File: config.mk
export PLATFORM = sky130hd
export DESIGN_NAME = pc_predict_bp
export DESIGN_NICKNAME = d
export VERILOG_FILES = /design/src/rtl/pc_predict_bp_pkg.sv /design/src/rtl/ras_stack.sv /design/src/rtl/pc_predict_bp.sv
export SDC_FILE = /design/constraint.sdc
export NUM_CORES = 1
export LEC_CHECK = 0
export ABC_AREA = 1
export CAP_MARGIN = 10
export CORE_MARGIN = 4
export CORE_UTILIZATION = 30
export DETAILED_ROUTE_END_ITERATION = 8
export PLACE_DENSITY_LB_ADDON = 0.08
export SYNTH_ARGS = -nofsm -noshare
export SYNTH_HDL_FRONTEND = slang
export SYNTH_SLANG_ARGS = --single-unit
File: constraint.sdc
create_clock -name clk -period 19.6 [get_ports clk]
set_input_delay 2.94 -clock clk [delete_from_list [all_inputs] [get_ports clk]]
set_output_delay 2.94 -clock clk [all_outputs]
set_load 0.03 [all_outputs]
File: src/rtl/pc_predict_bp_pkg.sv
// rtl/pc_predict_bp_pkg.sv - shared pipeline constants for the fetch-side PC predictor
//
// Purpose: instruction codes seen by fetch/M/W and the 2-bit branch-history
// counter encoding, plus the saturating counter update helpers.
// Ports: none (package).

package pc_predict_bp_pkg;

  localparam logic [3:0] IHALT   = 4'h0;
  localparam logic [3:0] INOP    = 4'h1;
  localparam logic [3:0] IRRMOVQ = 4'h2;
  localparam logic [3:0] IIRMOVQ = 4'h3;
  localparam logic [3:0] IRMMOVQ = 4'h4;
  localparam logic [3:0] IMRMOVQ = 4'h5;
  localparam logic [3:0] IOPQ    = 4'h6;
  localparam logic [3:0] IJXX    = 4'h7;
  localparam logic [3:0] ICALL   = 4'h8;
  localparam logic [3:0] IRET    = 4'h9;
  localparam logic [3:0] IPUSHQ  = 4'hA;
  localparam logic [3:0] IPOPQ   = 4'hB;

  typedef enum logic [1:0] {
    CNT_STRONG_NT = 2'd0,
    CNT_WEAK_NT   = 2'd1,
    CNT_WEAK_T    = 2'd2,
    CNT_STRONG_T  = 2'd3
  } bht_cnt_e;

  localparam bht_cnt_e CNT_RESET = CNT_WEAK_T;

  // Saturating step toward the resolved direction.
  function automatic bht_cnt_e cnt_update(input bht_cnt_e c, input logic taken);
    bht_cnt_e r;
    r = c;
    if (taken) begin
      if (c != CNT_STRONG_T) r = bht_cnt_e'(c + 2'd1);
    end else begin
      if (c != CNT_STRONG_NT) r = bht_cnt_e'(c - 2'd1);
    end
    return r;
  endfunction

  function automatic logic cnt_taken(input bht_cnt_e c);
    return (c == CNT_WEAK_T) || (c == CNT_STRONG_T);
  endfunction

endpackage

File: src/rtl/ras_stack.sv
// rtl/ras_stack.sv - circular return-address stack
//
// Purpose: push/pop stack of return addresses. When full, a push overwrites
// the oldest entry and sets a sticky overflow flag; a pop on empty is ignored.
// Ports:
//   clk, rst_n      clock, asynchronous active-low reset
//   push_i          push push_data_i this cycle (takes priority over pop_i)
//   pop_i           pop the top entry this cycle
//   push_data_i     address to push
//   top_o           newest live entry (undefined content when empty)
//   empty_o         no live entries
//   overflow_o      sticky: a push overwrote a live entry

module ras_stack #(
  parameter int ADDR_W    = 64,
  parameter int RAS_DEPTH = 8
) (
  input  logic              clk,
  input  logic              rst_n,
  input  logic              push_i,
  input  logic              pop_i,
  input  logic [ADDR_W-1:0] push_data_i,
  output logic [ADDR_W-1:0] top_o,
  output logic              empty_o,
  output logic              overflow_o
);

  localparam int PTR_W = $clog2(RAS_DEPTH);
  localparam int CNT_W = $clog2(RAS_DEPTH + 1);
  localparam logic [CNT_W-1:0] CNT_FULL = CNT_W'(RAS_DEPTH);

  logic [ADDR_W-1:0] mem_q [RAS_DEPTH];
  logic [PTR_W-1:0]  ptr_q, ptr_d;   // next free slot; top lives at ptr_q-1
  logic [CNT_W-1:0]  cnt_q, cnt_d;
  logic              ovf_q, ovf_d;
  logic [PTR_W-1:0]  top_idx;

  assign top_idx    = ptr_q - 1'b1;
  assign top_o      = mem_q[top_idx];
  assign empty_o    = (cnt_q == '0);
  assign overflow_o = ovf_q;

  always_comb begin
    ptr_d = ptr_q;
    cnt_d = cnt_q;
    ovf_d = ovf_q;
    if (push_i) begin
      // The pointer wraps naturally, so a full push lands on the oldest slot.
      ptr_d = ptr_q + 1'b1;
      if (cnt_q == CNT_FULL) ovf_d = 1'b1;
      else                   cnt_d = cnt_q + 1'b1;
    end else if (pop_i && !empty_o) begin
      ptr_d = top_idx;
      cnt_d = cnt_q - 1'b1;
    end
  end

  always_ff @(posedge clk or negedge rst_n) begin
    if (!rst_n) begin
      ptr_q <= '0;
      cnt_q <= '0;
      ovf_q <= 1'b0;
    end else begin
      ptr_q <= ptr_d;
      cnt_q <= cnt_d;
      ovf_q <= ovf_d;
    end
  end

  // Entry storage needs no reset: nothing is visible until counted live.
  always_ff @(posedge clk) begin
    if (push_i) mem_q[ptr_q] <= push_data_i;
  end

endmodule

File: src/rtl/pc_predict_bp.sv
// rtl/pc_predict_bp.sv - fetch PC selection with bimodal branch predictor and RAS
//
// Purpose: selects the fetch PC (with M-stage jXX and W-stage ret correction),
// predicts the next fetch address using a 2-bit counter BHT for jXX, the call
// target for call and a return-address stack for ret.
// Ports:
//   clk, rst_n                   clock, asynchronous active-low reset
//   F_stall                      hold fetch register, suppress RAS activity
//   f_icode/f_valC/f_valP        fetched instruction fields
//   M_valid/M_icode/M_Cnd/M_pc   M-stage branch resolution
//   M_pred_taken/M_valA/M_valC   M-stage prediction and both outcomes
//   W_icode/W_valM/W_predPC      W-stage ret true vs predicted address
//   f_PC                         address fetched this cycle
//   f_predPC                     next-fetch prediction (fetch register D)
//   f_pred_taken                 jXX predicted taken
//   redirect                     f_PC taken from an M/W correction
//   ras_overflow                 sticky RAS overwrite flag

module pc_predict_bp
  import pc_predict_bp_pkg::*;
#(
  parameter int ADDR_W    = 64,
  parameter int BHT_DEPTH = 16,
  parameter int RAS_DEPTH = 8
) (
  input  logic              clk,
  input  logic              rst_n,
  input  logic              F_stall,
  input  logic [3:0]        f_icode,
  input  logic [ADDR_W-1:0] f_valC,
  input  logic [ADDR_W-1:0] f_valP,
  input  logic              M_valid,
  input  logic [3:0]        M_icode,
  input  logic              M_Cnd,
  input  logic [ADDR_W-1:0] M_pc,
  input  logic              M_pred_taken,
  input  logic [ADDR_W-1:0] M_valA,
  input  logic [ADDR_W-1:0] M_valC,
  input  logic [3:0]        W_icode,
  input  logic [ADDR_W-1:0] W_valM,
  input  logic [ADDR_W-1:0] W_predPC,
  output logic [ADDR_W-1:0] f_PC,
  output logic [ADDR_W-1:0] f_predPC,
  output logic              f_pred_taken,
  output logic              redirect,
  output logic              ras_overflow
);

  localparam int IDX_W = $clog2(BHT_DEPTH);

  logic [ADDR_W-1:0] F_predPC_q;
  bht_cnt_e          bht_q [BHT_DEPTH];

  logic              m_jxx, m_fix_nt, m_fix_t, w_fix;
  logic [IDX_W-1:0]  lk_idx, upd_idx;
  bht_cnt_e          lk_cnt, upd_cnt_d;
  logic              ras_push, ras_pop, ras_empty;
  logic [ADDR_W-1:0] ras_top;
  logic              unused_pc_hi;

  assign unused_pc_hi = ^M_pc[ADDR_W-1:IDX_W];

  // ---------------- fetch PC selection ----------------
  assign m_jxx    = M_valid && (M_icode == IJXX);
  assign m_fix_nt = m_jxx &&  M_pred_taken && !M_Cnd;
  assign m_fix_t  = m_jxx && !M_pred_taken &&  M_Cnd;
  assign w_fix    = (W_icode == IRET) && (W_valM != W_predPC);

  always_comb begin
    f_PC     = F_predPC_q;
    redirect = 1'b0;
    if (m_fix_nt) begin
      f_PC     = M_valA;
      redirect = 1'b1;
    end else if (m_fix_t) begin
      f_PC     = M_valC;
      redirect = 1'b1;
    end else if (w_fix) begin
      f_PC     = W_valM;
      redirect = 1'b1;
    end
  end

  // ---------------- next-PC prediction ----------------
  // Lookup reads the registered counter, so a same-cycle update to the same
  // index is not visible until the following cycle.
  assign lk_idx = f_PC[IDX_W-1:0];
  assign lk_cnt = bht_q[lk_idx];

  always_comb begin
    f_predPC     = f_valP;
    f_pred_taken = 1'b0;
    case (f_icode)
      IJXX: begin
        if (cnt_taken(lk_cnt)) begin
          f_predPC     = f_valC;
          f_pred_taken = 1'b1;
        end
      end
      ICALL:   f_predPC = f_valC;
      IRET:    if (!ras_empty) f_predPC = ras_top;
      default: f_predPC = f_valP;
    endcase
  end

  always_ff @(posedge clk or negedge rst_n) begin
    if (!rst_n)        F_predPC_q <= '0;
    else if (!F_stall) F_predPC_q <= f_predPC;
  end

  // ---------------- branch history table ----------------
  assign upd_idx   = M_pc[IDX_W-1:0];
  assign upd_cnt_d = cnt_update(bht_q[upd_idx], M_Cnd);

  always_ff @(posedge clk or negedge rst_n) begin
    if (!rst_n) begin
      for (int i = 0; i < BHT_DEPTH; i++) bht_q[i] <= CNT_RESET;
    end else if (m_jxx) begin
      bht_q[upd_idx] <= upd_cnt_d;
    end
  end

  // ---------------- return address stack ----------------
  // Wrong-path pushes/pops are not undone; a bad ret prediction is caught
  // later by the W-stage compare.
  assign ras_push = !F_stall && !redirect && (f_icode == ICALL);
  assign ras_pop  = !F_stall && !redirect && (f_icode == IRET) && !ras_empty;

  ras_stack #(
    .ADDR_W    (ADDR_W),
    .RAS_DEPTH (RAS_DEPTH)
  ) u_ras (
    .clk         (clk),
    .rst_n       (rst_n),
    .push_i      (ras_push),
    .pop_i       (ras_pop),
    .push_data_i (f_valP),
    .top_o       (ras_top),
    .empty_o     (ras_empty),
    .overflow_o  (ras_overflow)
  );

endmodule

==> results.md, run 1 <==
* Core footprint at 102000 um2
* Clk_lat worst skew at 0.63 ns
* Clock Tree Buf Depth at 3
* HPWL after detailed placement at 82800 um
* Most frequent cells in the layout: 605 x nand2_1, 534 x clkdlybuf4s50_1, 512 x edfxtp_1
* Setup TNS at 0 ns
* Routed WL per cell at 24.9 um
* CP endpoint: f_predPC[50]
* Post-cts hold buffer count at 0
* First-pass GRT wire length at 179000 um
* Initial antenna violation count at 15
* Final Cycle Share at 61.7%
* Total gr overflow at 0
* Clock Sinks at 616
* Total CTS buffers at 70
* Die area at 107000 um2
* Pwr dens at 114 nW/um2
* Die width at 328 um
* CTS tree: yes
* Final number of max-transition violations at 0
* Syn_area_per_cell at 9.54 um2
* Height of the die at 328 um
* # Post-CTS Setup Buffers at 0
* Initial DRT Pass Iterations at 6
* Cell variety after synth at 44
* Post-layout power at 4.50 mW
* Final setup vio count at 0
* Layout Skew at 0.0222 ns
* Crit path launch type: input pin
* Worst Max-Slew Pin Slew at 1.07 ns
* Vias after detailed routing at 25392
* Starting Density at 30.2%
* Kind of critical path: input pin to primary output
* Crit path DAT at 9.15 ns
* DRC viols at 0
* Clk root buf: clkbuf_16
* CP endpoint kind: primary output
* Run status: complete, no violations
* RSZ-0062 raised after global routing: false
* Hold Path Stages at 2
* Largest net degree at the start of global routing at 191
* Number of synthesized register bits at 616
* Min-Delay Path Class: flip-flop to flip-flop
* Post-synthesis cell count at 3217
* Min Tclk post-route at 12.09 ns
* Static Leakage at 15.2 nW
* Post-CTS resize count at 0
* Number of global-route vias before repair at 24417
* Most common cell after layout, fill and taps aside: nand2_1
* Relative slew slack at 28.6%
* VDD IR max at 0.117 mV
* Cells on worst reg2reg path at 11
* Max-cap violations at 0
* Layout area overhead at 29.0%
* Via/cell ratio at 4.99
* Layout cells sized above 1 at 7.02%
* Register area share after synthesis at 58.7%
* Top Ports at 597
* R2R Setup Slk at 14.71 ns
* Cell Area, Synth at 30700 um2
* WP data required at 16.66 ns
* Initial DRC Count at 2161
* Final ANT Viol Nets at 0
* H-tree depth reported by CTS at 3
* WL final at 127000 um
* Fin. Hold Viols at 0
* CP Launch Point: M_icode[1]
* Worst-path clk slew at 0.05 ns
* Net Count, Synth at 3688
* PortBufs at 536
* Placer congestion estimate at 0.903
* Worst r2r src: u_ras.ptr_q[0]$_DFFE_PN0P_
* Yosys Warn Count at 0
* Final nets at 4136
* Capture point of the worst reg-to-reg path: F_predPC_q[62]$_DFFE_PN0N_
* FP Rows at 117
* Peak Freq at 0.0827 GHz
* Crit Path Max Fanout at 63
* Total GRT Usage at 22.9%
==> metal layers <==
metal | part of all wire (%) | GRT usage [%] | vias up
li1 | - | - | 12080
met1 | 46 | 32.5 | 12477
met2 | 47 | 37.0 | 712
met3 | 5.5 | 3.66 | 117
met4 | 2.0 | 4.92 | 6
met5 | 0.036 | 0 | -
==> where the power goes <==
| part | internal [mW] | switching, mW | total, mW |
|---|---|---|---|
| combinational | 0.581 | 1.13 | 1.72 |
| sequential | 1.46 | 0.0553 | 1.52 |
| clock | 0.739 | 0.535 | 1.27 |
| total | 2.78 | 1.72 | 4.50 |
==> synth_stat cells <==
cell type	number	area [um2]
buf_2	16	80.1
nor3_1	18	90.1
fa_1	1	20.0
clkbuf_1	156	586
o21ai_0	341	1710
o21ai_2	1	8.76
nor2_2	1	6.26
nand2_1	606	2270
o21ai_1	11	55.1
xor2_1	14	123
inv_1	316	1190
o221ai_1	115	1010
nand3_2	63	631
o32ai_1	54	473
nor2_1	420	1580
and2_1	1	6.26
mux2i_1	63	631
clkinv_1	2	7.51
nand3_4	1	17.5
a22oi_1	7	52.6
a21oi_1	127	636
buf_6	7	78.8
a31oi_1	6	37.5
buf_1	16	60.1
or4_1	1	7.51
o22ai_1	26	163
nand2_4	1	11.3
edfxtp_1	512	15400
nor3_4	1	16.3
xnor2_1	3	26.3
a221oi_1	2	17.5
buf_4	6	45.0
nand2_2	12	75.1
nor4_1	1	6.26
ha_1	4	50.1
nand3_1	170	851
dfstp_2	16	420
a21oi_2	1	8.76
buf_8	1	15.0
dfrtp_1	88	2200
inv_2	6	22.5
or2_2	1	6.26
o211ai_1	1	7.51
o21a_1	1	7.51
==> worst min-delay path by stage <==
stage / startpoint / slack (ns) / to
final: F_predPC_q[60]$_DFFE_PN0N_ / 0.48 / F_predPC_q[60]$_DFFE_PN0N_
after global routing: F_predPC_q[19]$_DFFE_PN0N_ / 0.49 / F_predPC_q[19]$_DFFE_PN0N_
after CTS: F_predPC_q[60]$_DFFE_PN0N_ / 0.48 / F_predPC_q[60]$_DFFE_PN0N_
after detailed placement: F_predPC_q[6]$_DFFE_PN0N_ / 0.46 / F_predPC_q[6]$_DFFE_PN0N_
after global placement: F_predPC_q[12]$_DFFE_PN0N_ / 0.46 / F_predPC_q[12]$_DFFE_PN0N_
after floorplan: F_predPC_q[25]$_DFFE_PN0N_ / 0.44 / F_predPC_q[25]$_DFFE_PN0N_
==> per-stage QoR <==
step,cells,setup WS [ns],util [%],area (um2),hold slack (ns)
final,5092,7.51,39.0,39600,0.475
after floorplan,3217,10.17,-,30700,0.444
after CTS,5085,7.48,38.9,39600,0.476
after detailed placement,4961,7.48,36.8,37400,0.461
after global routing,5085,7.18,38.9,39600,0.494
after global placement,4961,7.51,36.8,37400,0.458
==> sequential cells by signal, indices dropped and copies added (netlist names) <==
name / cells
bht_q: 32
u_ras.overflow_o: 1
u_ras.ptr_q: 3
u_ras.cnt_q: 4
F_predPC_q: 64
u_ras.mem_q: 512
==> logic make-up after synthesis <==
group	count (synthesis)	share of synthesized area, %
fa+ha+maj	5	0.228
flops	616	58.7
mux	63	2.06
simple gates	1297	18.2
buf+inv	526	6.78
compound gates	693	13.6
xor+xnor	17	0.485
==> final cells by class <==
| class | instances | area, um2 |
|---|---|---|
| Timing Repair Buffer | 578 | 5700 |
| Multi-Input combinational cell | 2075 | 10700 |
| Fill cell | 10228 | 62000 |
| Inverter | 324 | 1220 |
| Tap cell | 1368 | 1710 |
| Clock buffer | 86 | 1900 |
| Antenna cell | 7 | 17.5 |
| Sequential cell | 616 | 18000 |
| Clock inverter | 38 | 294 |
==> critical path: stages <==
cell and delay [ns]:
clkdlybuf4s50_1 0.46, nand2_1 0.05, nor2_1 0.10, nand3_2 0.21, nor3_4 0.17, buf_4 0.64
inv_2 0.18, nand2_1 0.18, inv_2 0.04, buf_4 0.31, nand3_1 0.21, nand2_2 0.12
inv_2 0.13, nand3_1 0.09, nand3_1 0.14, nand3_4 0.47, nand2_4 0.72, buf_4 0.67
nand2_1 0.10, nand3_1 0.11, nand3_2 0.28, clkdlybuf4s50_1 0.70
Power figures use the tool's default switching activity.
==> inputs of run 2 (changes only) <==
==> constraint.sdc (replaced) <==
create_clock -name clk -period 11.5 [get_ports clk]
set_input_delay 1.725 -clock clk [delete_from_list [all_inputs] [get_ports clk]]
set_output_delay 1.725 -clock clk [all_outputs]
set_load 0.03 [all_outputs]
==> run 2 against run 1 <==
Die area unchanged. Clock skew grew 0.00088 ns. Largest cell class unchanged. Sequential share of layout area down 0.12 points. Critical endpoint is now f_predPC[16].
==> results.md, run 2 (synthesized netlist as in run 1, its figures left out) <==
* Total CTS buffers at 72 (+2.9%)
* CTS tree: yes
* RSZ-0062 raised after global routing: false
* Critical path cell sequence: clkdlybuf4s50_1 > inv_1 > nand2_1 > nand2_1 > nor2_1 > nand2_1 > nor2_1 > nand2_1 > nor2_1 > nand2_1 > nand2_2 > buf_4 > o21ai_0 > o21ai_1 > nand3_4 > nand2_4 > buf_4 > nand2_1 > nand3_1 > nand3_1 > clkdlybuf4s50_1
* Worst Path Buf+Inv at 5 (-3)
* VDD IR max at 0.431 mV (+270%)
* Max-cap violations at 0 (unchanged)
* Area of the multi-input gates at 10700 um2 (unchanged)
* First-pass GRT wire length at 178000 um (-0.86%)
* Largest net degree at the start of global routing at 175 (-8.4%)
* Final Cycle Share at 85.0%
* Kind of critical path: input pin to primary output
* Post-CTS resize count at 0 (unchanged)
* Die area at 107000 um2 (unchanged)
* Run status: complete, no violations
* Cells on worst reg2reg path at 5 (-6)
* Core footprint at 102000 um2 (unchanged)
* Post-cts hold buffer count at 0 (unchanged)
* Vias after detailed routing at 25433 (+0.16%)
* PortBufs at 536 (unchanged)
* Top Ports at 597 (unchanged)
* Clock Tree Buf Depth at 3 (unchanged)
* Layout Skew at 0.0231 ns (+0.000884 ns)
* Crit path launch type: input pin
* FP Rows at 117 (unchanged)
* Fin. Hold Viols at 0 (unchanged)
* WP data required at 9.78 ns (-6.88 ns)
* Crit Path Max Fanout at 58 (-7.9%)
* Slowest CP cell: nand2_4
* Delay-heaviest family, CP: simple AND/OR/NAND/NOR gates
* Worst Max-Slew Pin Slew at 1.21 ns (+0.140 ns)
* Placer congestion estimate at 0.901 (-0.24%)
* Setup slack after layout at 1.73 ns (-5.79 ns)
* Height of the die at 328 um (unchanged)
* Clk root buf: clkbuf_16
* Crit path largest cell delay at 0.74 ns (+0.02 ns)
* Min Tclk post-route at 9.77 ns
* H-tree depth reported by CTS at 3 (unchanged)
* Largest Register: u_ras.mem_q
* Post-Place Setup Slack at 1.74 ns (-5.74 ns)
* Number of global-route vias before repair at 24263 (-0.63%)
* Worst-path clk slew at 0.06 ns (about the same)
* Initial antenna violation count at 19 (+4)
* Die width at 328 um (unchanged)
* # Post-CTS Setup Buffers at 0 (unchanged)
* Clock Sinks at 616 (unchanged)
* Crit path DAT at 8.05 ns (-1.10 ns)
* Routed WL per cell at 24.8 um (about the same)
* DRC viols at 0 (unchanged)
* Layout area overhead at 29.4%
* Min-Delay Path Class: flip-flop to flip-flop
* Most common cell after layout, fill and taps aside: nand2_1
* Final nets at 4139 (+0.073%)
* CP endpoint kind: primary output
* Static Leakage at 15.3 nW (+0.35%)
* Via/cell ratio at 4.99 (about the same)
* Reg area at 18000 um2 (unchanged)
* Final setup vio count at 0 (unchanged)
* Critical Path Most Common Cell: nand2_1
* # fillers at 10157 (-0.69%)
* Initial DRC Count at 2300 (+6.4%)
* Hold Path Stages at 2 (unchanged)
* WL final at 127000 um (about the same)
* Total GRT Usage at 22.8% (-0.078 points)
* Crit. path cell count at 21 (-4.5%)
* Most frequent cells in the layout: 605 x nand2_1, 534 x clkdlybuf4s50_1, 512 x edfxtp_1
* Setup TNS at 0 ns (unchanged)
* Peak Freq at 0.102 GHz
* Relative slew slack at 19.1% (-9.5 points)
* Final ANT Viol Nets at 0 (unchanged)
* Final number of max-transition violations at 0 (unchanged)
* Layout cells sized above 1 at 7.17% (+0.15 points)
* Largest regs: u_ras.mem_q (512), F_predPC_q (64), bht_q (32)
* Initial DRT Pass Iterations at 6 (unchanged)
* Pwr dens at 196 nW/um2 (+72%)
* Clk_lat worst skew at 0.62 ns (about the same)
* Largest register FFs at 512 (unchanged)
* Total gr overflow at 0 (unchanged)
* Starting Density at 30.2% (unchanged)
* HPWL after detailed placement at 83100 um (+0.38%)
run 2: per-layer routing:
metal	vias to the layer above	track usage (%)	wire, um
met5	-	0	34
met4	6	5.07	2620
met3	137	4.62	8100
met2	800	36.9	59000
met1	12405	31.7	56900
li1	12085	-	-
run 2: area by class of cell:
cell class | count | share of cell area [%]
diodes | 8 | 0.0504
clock buffers | 96 | 5.06
clock inverters | 33 | 0.741
inverters | 324 | 3.08
multi-input cells | 2075 | 27.1
flip-flops and latches | 616 | 45.3
well taps | 1368 | 4.31
repair buffers | 579 | 14.3
run 2: worst paths after layout:
path	to	slack (ns)	startpoint
setup / recovery	f_predPC[16]	1.73	W_valM[8]
hold / removal	F_predPC_q[58]$_DFFE_PN0N_	0.47	F_predPC_q[58]$_DFFE_PN0N_
setup reg to reg	u_ras.mem_q[2][29]$_DFFE_PP_	7.02	u_ras.ptr_q[0]$_DFFE_PN0P_
hold reg to reg	F_predPC_q[58]$_DFFE_PN0N_	0.47	F_predPC_q[58]$_DFFE_PN0N_
max in group asynchronous	F_predPC_q[60]$_DFFE_PN0N_	9.01	rst_n
min in group asynchronous	F_predPC_q[17]$_DFFE_PN0N_	1.10	rst_n
run 2: stage by stage:
stage	util, %	cell area, um2	cells	power (mW)	hold slack, ns
CTS	39.1	39700	5091	7.86	0.477
finish	39.1	39700	5099	7.76	0.473
floorplan	-	30700	3217	4.46	0.444
global placement	36.8	37400	4962	5.57	0.458
global route	39.1	39700	5092	8.23	0.497
detailed placement	36.8	37400	4962	5.57	0.461
run 2: power by group:
group          internal, mW  switching (mW)
clock                  1.34           0.919
combinational         0.986            1.96
sequential             2.49          0.0714
total                  4.81            2.95
run 2: worst register-to-register path: stages (launching register included):
cell and delay (ns):
dfrtp_4 0.70, inv_6 0.74, buf_4 0.66, nand2_1 0.36, nor2_4 0.67, buf_4 0.89
